### src/rtl/spi_block_top_if.sv
// SPI pin and host command/status bundle for spi_block_top.
// The slave side belongs to the block; the master side drives the pins and the host strobe.
interface spi_block_top_if;
  logic        ss;
  logic        sclk;
  logic        mosi;
  logic        wr;
  logic [31:0] data_in;
  logic [31:0] data_out;
  logic        full_alarm_led;
  logic        empty_alarm_led;

  modport master (
    output ss, sclk, mosi, wr, data_in,
    input  data_out, full_alarm_led, empty_alarm_led
  );

  modport slave (
    input  ss, sclk, mosi, wr, data_in,
    output data_out, full_alarm_led, empty_alarm_led
  );
endinterface

### src/rtl/spi_block_top.sv
// SPI mode-0 slave receiver into a 2^DEPTH_LOG2 byte FIFO with host pop/flush; SPI_INPUT_SYNC_EN adds 2-flop input sync.
// Push lands 3 clk after a sclk pin rise (4 with sync), commands 2 clk after wr; no backpressure, bytes are dropped when full.
module spi_block_top #(
  parameter int DEPTH_LOG2 = 9
) (
  input  logic            clk,
  input  logic            rst,
  spi_block_top_if.slave  bus
);

  localparam int PTR_W = DEPTH_LOG2;
  localparam int CNT_W = DEPTH_LOG2 + 1;
  localparam int DEPTH = 1 << DEPTH_LOG2;
  localparam logic [CNT_W-1:0] FULL_CNT = CNT_W'(DEPTH);

  // Pin vector order: {wr, mosi, sclk, ss}; ss resets high so we start deselected.
  localparam logic [3:0] PIN_RST = 4'b0001;

  logic [3:0] pins;
  logic [3:0] in1_q, in1_d;
  logic [3:0] in_s;

  assign pins = {bus.wr, bus.mosi, bus.sclk, bus.ss};

  always_comb begin
    in1_d = pins;
  end

  always_ff @(posedge clk or negedge rst) begin
    if (!rst) in1_q <= PIN_RST;
    else      in1_q <= in1_d;
  end

`ifdef SPI_INPUT_SYNC_EN
  logic [3:0] in2_q, in2_d;

  always_comb begin
    in2_d = in1_q;
  end

  always_ff @(posedge clk or negedge rst) begin
    if (!rst) in2_q <= PIN_RST;
    else      in2_q <= in2_d;
  end

  assign in_s = in2_q;
`else
  assign in_s = in1_q;
`endif

  logic ss_s, sclk_s, mosi_s, wr_s;
  assign {wr_s, mosi_s, sclk_s, ss_s} = in_s;

  logic sclk_prev_q, sclk_prev_d;
  logic wr_prev_q, wr_prev_d;
  logic sclk_rise, wr_rise;

  assign sclk_rise = sclk_s & ~sclk_prev_q;
  assign wr_rise   = wr_s & ~wr_prev_q;

  // Byte assembly: the completed byte is staged one cycle before it hits the FIFO.
  logic [7:0] shift_q, shift_d;
  logic [2:0] bitcnt_q, bitcnt_d;
  logic       push_vld_q, push_vld_d;
  logic [7:0] push_dat_q, push_dat_d;

  always_comb begin
    sclk_prev_d = sclk_s;
    wr_prev_d   = wr_s;
    shift_d     = shift_q;
    bitcnt_d    = bitcnt_q;
    push_vld_d  = 1'b0;
    push_dat_d  = push_dat_q;
    if (ss_s) begin
      shift_d  = 8'h00;
      bitcnt_d = 3'd0;
    end else if (sclk_rise) begin
      shift_d  = {shift_q[6:0], mosi_s};
      bitcnt_d = bitcnt_q + 3'd1;
      if (bitcnt_q == 3'd7) begin
        push_vld_d = 1'b1;
        push_dat_d = {shift_q[6:0], mosi_s};
      end
    end
  end

  // FIFO and host command execution.
  logic [7:0]       mem [DEPTH];
  logic [PTR_W-1:0] wptr_q, wptr_d;
  logic [PTR_W-1:0] rptr_q, rptr_d;
  logic [CNT_W-1:0] count_q, count_d;
  logic [7:0]       rd_q, rd_d;
  logic             full_q, full_d;
  logic             empty_q, empty_d;
  logic             do_flush, do_pop, do_push;

  assign do_flush = wr_rise & bus.data_in[31];
  assign do_pop   = wr_rise & ~bus.data_in[31] & bus.data_in[0] & (count_q != '0);
  assign do_push  = push_vld_q & (count_q != FULL_CNT) & ~do_flush;

  always_comb begin
    wptr_d  = wptr_q;
    rptr_d  = rptr_q;
    count_d = count_q;
    rd_d    = rd_q;
    if (do_flush) begin
      wptr_d  = '0;
      rptr_d  = '0;
      count_d = '0;
    end else begin
      if (do_push) wptr_d = wptr_q + PTR_W'(1);
      if (do_pop) begin
        rptr_d = rptr_q + PTR_W'(1);
        rd_d   = mem[rptr_q];
      end
      case ({do_push, do_pop})
        2'b10:   count_d = count_q + CNT_W'(1);
        2'b01:   count_d = count_q - CNT_W'(1);
        default: count_d = count_q;
      endcase
    end
    full_d  = (count_d == FULL_CNT);
    empty_d = (count_d == '0);
  end

  always_ff @(posedge clk) begin
    if (do_push) mem[wptr_q] <= push_dat_q;
  end

  always_ff @(posedge clk or negedge rst) begin
    if (!rst) begin
      sclk_prev_q <= 1'b0;
      wr_prev_q   <= 1'b0;
      shift_q     <= 8'h00;
      bitcnt_q    <= 3'd0;
      push_vld_q  <= 1'b0;
      push_dat_q  <= 8'h00;
      wptr_q      <= '0;
      rptr_q      <= '0;
      count_q     <= '0;
      rd_q        <= 8'h00;
      full_q      <= 1'b0;
      empty_q     <= 1'b1;
    end else begin
      sclk_prev_q <= sclk_prev_d;
      wr_prev_q   <= wr_prev_d;
      shift_q     <= shift_d;
      bitcnt_q    <= bitcnt_d;
      push_vld_q  <= push_vld_d;
      push_dat_q  <= push_dat_d;
      wptr_q      <= wptr_d;
      rptr_q      <= rptr_d;
      count_q     <= count_d;
      rd_q        <= rd_d;
      full_q      <= full_d;
      empty_q     <= empty_d;
    end
  end

  logic [9:0] cnt_field;
  logic       unused_cmd_bits;

  assign cnt_field       = 10'(count_q);
  assign unused_cmd_bits = ^bus.data_in[30:1];

  assign bus.data_out        = {empty_q, full_q, 12'h000, cnt_field, rd_q};
  assign bus.full_alarm_led  = full_q;
  assign bus.empty_alarm_led = empty_q;

endmodule

### src/flat_wrapper.sv
// flat-port wrapper written by rule: the top's interface ports become plain ports
module spi_block_top_flat 
#(
  parameter int DEPTH_LOG2 = 9
)
  (clk, rst, bus_ss, bus_sclk, bus_mosi, bus_wr, bus_data_in, bus_data_out, bus_full_alarm_led, bus_empty_alarm_led);
  spi_block_top_if bus_i ();
  input  logic clk;
  input  logic rst;
  input wire logic [$bits(bus_i.ss)-1:0] bus_ss;
  input wire logic [$bits(bus_i.sclk)-1:0] bus_sclk;
  input wire logic [$bits(bus_i.mosi)-1:0] bus_mosi;
  input wire logic [$bits(bus_i.wr)-1:0] bus_wr;
  input wire logic [$bits(bus_i.data_in)-1:0] bus_data_in;
  output wire logic [$bits(bus_i.data_out)-1:0] bus_data_out;
  output wire logic [$bits(bus_i.full_alarm_led)-1:0] bus_full_alarm_led;
  output wire logic [$bits(bus_i.empty_alarm_led)-1:0] bus_empty_alarm_led;
  assign bus_i.ss = bus_ss;
  assign bus_i.sclk = bus_sclk;
  assign bus_i.mosi = bus_mosi;
  assign bus_i.wr = bus_wr;
  assign bus_i.data_in = bus_data_in;
  assign bus_data_out = bus_i.data_out;
  assign bus_full_alarm_led = bus_i.full_alarm_led;
  assign bus_empty_alarm_led = bus_i.empty_alarm_led;
  spi_block_top #(.DEPTH_LOG2(DEPTH_LOG2)) u_core (.clk(clk), .rst(rst), .bus(bus_i));
endmodule
### config.mk
export PLATFORM = sky130hd
export DESIGN_NAME = spi_block_top_flat
export DESIGN_NICKNAME = d
export VERILOG_FILES = /design/src/rtl/spi_block_top_if.sv /design/src/rtl/spi_block_top.sv /design/src/flat_wrapper.sv
export SDC_FILE = /design/constraint.sdc
export NUM_CORES = 2
export LEC_CHECK = 0
export CAP_MARGIN = 25
export CORE_MARGIN = 3
export CORE_UTILIZATION = 63
export DETAILED_ROUTE_END_ITERATION = 12
export MAX_ROUTING_LAYER = met4
export PLACE_DENSITY_LB_ADDON = 0.2
export SYNTH_ARGS = -nofsm -noshare
export SYNTH_HDL_FRONTEND = slang
export SYNTH_SLANG_ARGS = --single-unit
export TNS_END_PERCENT = 10
### constraint.sdc
create_clock -name clk -period 10.74 [get_ports clk]
set_input_delay 2.148 -clock clk [delete_from_list [all_inputs] [get_ports clk]]
set_output_delay 2.148 -clock clk [all_outputs]
set_load 0.1 [all_outputs]
* Word-level counts from Yosys, hierarchy flattened
Memory sizes are Yosys's and may differ from the RTL's. A register that Yosys moved wholly into a read port is not among the register bits. Index checks and enable logic that the tools add are counted.
Storage, ports and cells: bits in registers 55, latch bits 0, memory bits (writable) 4096, ROM bits 0, bits of input ports 38, output and inout port bits 34, logic and storage cells 59, memories 1
Operators by class: $add $sub $neg 5, multiply operators 0, div/mod/pow operators 0, $lt $le $gt $ge 0, equality and inequality tests 5, shift operators 0, muxes and demuxes 15, bitwise logic cells 13, reductions and logical operators 8
Memories:
- u_core.mem | depth 512, bits a word 8, read ports 1, clocked after Yosys merged registers in 1, write ports 1, RTL line spi_block_top.sv:88 | logic [7:0] mem [DEPTH];
Operators by type and width (number):
- $mux 9 | 4
- $pmux 10 s2 | 1
- $add 9x1->9 const B | 2
- $mux 7 | 2
- $add 10x1->10 const B | 1
- $eq 10x10->1 const B | 1
- $logic_not 10->1 | 1
- $mux 10 | 1
- $ne 10x10->1 const B | 1
- $reduce_bool 10->1 | 1
- $sub 10x1->10 const B | 1
- $and 1x1->1 | 8
- $mux 3 | 2
- $reduce_bool 2->1 | 3
- $mux 1 | 5
- $not 1->1 | 5
- $add 3x1->3 const B | 1
- $eq 3x3->1 const B | 1
- $reduce_and 3->1 | 1
- $eq 2x1->1 const B | 1
- $eq 2x2->1 const B | 1
- $reduce_and 2->1 | 1
- $logic_not 1->1 | 1

* Logic depth before layout (Yosys ltp)
depth in word-level cells 9, mapped depth 21, gate-level depth less buffers 16

* Worst setup path before layout
OpenSTA, ideal clock, no wires.
path kind reg2reg, from reg u_core.push_dat_q[0], to mem u_core.mem[0][0], data pin, arrival 6.062 ns, path slack 3.274 ns, cell stages (with the launch flop) 1, buffers on the path 0, period minus slack after synthesis 7.466 ns, cell sequence dfrtp_1
RTL lines:
- from (decl) | RTL line spi_block_top.sv:65 | logic [7:0] push_dat_q, push_dat_d;
- from (signal assigned) | RTL line spi_block_top.sv:150 | push_dat_q <= push_dat_d;
- to (decl) | RTL line spi_block_top.sv:88
No word-level cell before the write port.

* Final worst setup path
from in bus_data_in[0], to reg u_core.full_q, in the netlist u_core.bus.full_alarm_led
On the way: word-level cells in the longest chain between the ends 6
RTL lines:
- from (decl) | RTL line flat_wrapper.sv:14 | input wire logic [$bits(bus_i.data_in)-1:0] bus_data_in;
- $and 1x1->1 (*) (2 in a row) | RTL line spi_block_top.sv:98 | assign do_pop = wr_rise & ~bus.data_in[31] & bus.data_in[0] & (count_q != '0);
- $eq 2x1->1 or $eq 2x2->1 (tied branches) | RTL line spi_block_top.sv:116 | case ({do_push, do_pop})
- $pmux 10 s2 (*) | RTL line spi_block_top.sv:116
- $mux 10 (*) | RTL line spi_block_top.sv:106 | if (do_flush) begin
- $eq 10x10->1 (*) | RTL line spi_block_top.sv:122 | full_d = (count_d == FULL_CNT);
- named net u_core.full_d | RTL line spi_block_top.sv:93 | logic full_q, full_d;
- to (signal assigned) | RTL line spi_block_top.sv:155 | full_q <= full_d;
- to (decl) | RTL line spi_block_top.sv:93
Mark *: on every way through the listed nets, which the timed path passes. The rest lies on a longest branch. A chain may end at the register's enable or synchronous reset.

==> impl_results.md <==
- Std-Cell Core Area: between 0.2 and 0.3 mm^2
- RSZ-0062 raised after global routing: false
- Longest Clk Path Bufs: 4
- Boundary Pins: 72
- Worst path max stage delay: about 0.91 ns
- Hold Vio Cnt, Final: 0
- Synthesized flop and latch total: 4,159
- Slew headroom: 19.1%
- Worst Hold Class: reg2reg
- VDD IR max: 0.160 mV
- Critical Path RT: approximately 12 ns
- Worst Clk Skew: approximately 0.040 ns
- CTS root buffer: clkbuf_16
- Post-cts sizing count: 0
- Top_reg_cell synth: edfxtp_1
- Non-Filler Instances: between 10k and 15k
- Run status: finished clean
- Global Route Usage Sum: 34.2%
- Synth cell types: 79
- # hold bufs at CTS: 0
- Least-Margin Pin Slew: 1.20 ns
- Std cell rows: 185
- CTS H-tree depth: 5
- Final Cycle Share: 54.8%
- Cell area after synthesis: 0.162 mm^2
- Final setup fails: 0
- Synth Area per Inst: between 20 and 25 um^2
- Critical path type: in2reg
- Leak: 44.3 nW
- Fin area: 0.179 mm^2
- Routed via count: 82.6k
- Largest net degree at the start of global routing: 198
- Final Power: 0.0314 W
- Final wirelength: around 430,000 um
- Number of global-route vias before repair: between 80k and 90k
- Worst-Skew Late Latency: roughly 0.97 ns
- Synth-to-Final Area Change: 10.3%
- Number of port buffers: 29
- Crit-path slowest cell: ha_1
- Initial antenna violation count: 24
- Layout cell share with drive strength beyond 1: around 22%
- Crit path DAT: 6.74 ns
- Wire per inst: approximately 38 um
- Cell chain of the critical path: clkdlybuf4s50_1 > nor4bb_1 > o21a_1 > buf_4 > ha_1 > xor2_1 > ha_1 > a21boi_0 > o22ai_1 > o32ai_1 > o32ai_1 > o21ai_0 > xor2_1 > o2111ai_1 > nor4_1
- Worst Path Max Fanout: 30
- Placed cell count: 10.8k
- Worst-path clk slew: 0.06 ns
- EDFF count, synth: 4,096
- PwrDens: 176 mW/mm^2
- Final HPWL DP: 249,000 um
- Syn. warnings: 0
- Die width: 513 um
- Max-cap viol count: 0
- Final antenna-violating net count: 0
- Global route overflow: 0
- Area after DPL: approximately 0.17 mm^2
- Post CTS Setup Buffer Count: 0
- Synth async-reset ratio: between 1.5 and 2%
- CTS tree: done
- Seq/Total Area, Yosys: 76.9%
- Setup TNS: 0 ns
- Num CTS Buffers: 410
- CP startpoint kind: input pin
- Die area: 0.263 mm^2
- Total clock sinks: 4,159
- Post-route worst setup slack: 4.86 ns
- Die Height: 513 um
- Post-Synthesis Cells: 7,701
- Global-route wire length before repair: 614,000 um
- Max Freq: approximately 0.17 GHz
- Initial DRC Count: 13.2k
- Initial Utilization: 63.6%
- Dpl ws: ~4.0 ns
- Final nets: just under 8k
- Crit. End Element: register
- First-pass DRT Iterations: 6
- DR vias/cell: 7.16
- RD Place Congestion: around 0.87
- Filler instances: 14.9k
- Pins Over Slew Limit: 0
- DRC Markers: 0
- Tmin final: roughly 5.9 ns
## power by group
group          total [W]  internal, W  switching, W
logic          0.0000492   0.00000750     0.0000417
registers         0.0176       0.0175    0.00000243
clock network     0.0138      0.00796       0.00588
total             0.0314       0.0255       0.00593
## cell usage in the layout (no fill, tap or decap), types with 57 or more instances in the layout
master / instances
clkbuf_1: 84
clkinv_2: 57
clkbuf_16: 418
o21ai_0: 60
buf_4: 147
nand2_1: 214
clkinv_1: 95
a22oi_1: 128
nor2_1: 577
mux4_2: 960
a21oi_1: 131
edfxtp_1: 4096
mux2i_1: 368
## metal layers
layer  wire length (um)  vias to the layer above  share of wire, %  global-route usage, %
li1                   -                    32300                 -                      -
met1             153000                    43300                35                   46.5
met2             202000                     6015                47                   49.4
met3              55900                     1015                13                   9.10
met4              22200                        0               5.1                   15.3
met5                  0                        -                 0                      -
## cells in the mapped netlist, drive strengths merged (16+ instances only)
cell    count  area share [%]
a31oi      26            0.10
dfrtp      61            0.94
o21ai      79            0.24
buf       296             1.3
nor2      587             1.4
a211oi     36            0.17
a22oi     128            0.59
nand4      16           0.062
o221ai     48            0.26
nand2     232            0.54
edfxtp   4096              76
nand3      54            0.17
nor3       17           0.053
mux4      960              13
a221oi     45            0.25
o22ai      51            0.20
mux2i     368             2.3
clkbuf    203            0.47
nor4       17           0.066
a21oi     131            0.40
## worst max-delay path: cells and delay by family
family                   cells  cell delay (ns)
AND/OR/NAND/NOR              2             0.51
buffers and inverters        2             0.84
adder cells (fa/ha/maj)      2             1.11
XOR/XNOR                     2             0.45
AO/OA/AOI/OAI                7             1.67
## path summary, 6_finish.rpt
check	slack, ns	startpoint	endpoint	depth (start not counted)
max in group asynchronous	8.64	rst	u_core.push_dat_q[7]	1
hold reg to reg	0.40	u_core.in1_q[1]	u_core.sclk_prev_q	0
setup / recovery	4.86	bus_data_in[0]	u_core.bus.full_alarm_led	15
min in group asynchronous	1.34	rst	u_core.cnt_field[7]	1
setup reg to reg	5.38	u_core.rptr_q[0]	u_core.rd_q[5]	8
hold / removal	0.40	u_core.in1_q[1]	u_core.sclk_prev_q	0
## cell families (layout without fill, tap and decap cells)
kind of cell,count (synthesis),after routing,synth area share [%]
fa+ha+maj,10,10,0.0772
compound gates,645,645,2.76
simple gates,1013,1013,2.63
buf+inv,511,943,1.82
mux,1338,1338,15.7
other cells,1,45,0.00231
xor+xnor,24,24,0.130
flops,4159,4159,76.9
## area by class of cell
type	instances	area, um^2	share of cell area [%]
Sequential cell	4159	125000	69.8
Multi-Input combinational cell	3042	34800	19.5
Clock buffer	508	10900	6.08
Tap cell	3366	4210	2.36
Timing Repair Buffer	218	2150	1.20
Clock inverter	205	1870	1.05
Antenna cell	33	82.6	0.0462
Inverter	12	52.6	0.0294
## registers in the layout, indices dropped and copies added, names as in the netlist, 3 cells and up
name,count
u_core.bitcnt_q,3
u_core.cnt_field,10
u_core.in1_q,4
u_core.mem,4096
u_core.push_dat_q,8
u_core.rd_q,8
u_core.rptr_q,9
u_core.shift_q,7
u_core.wptr_q,9
## through the flow
step           util [%]  hold WS (ns)
2_1_floorplan         -         0.368
3_3_place_gp       65.0         0.376
3_5_place_dp       65.0         0.387
4_1_cts            70.0         0.402
5_1_grt            70.1         0.420
6_report           70.1         0.400
Power figures use the tool's default switching activity.
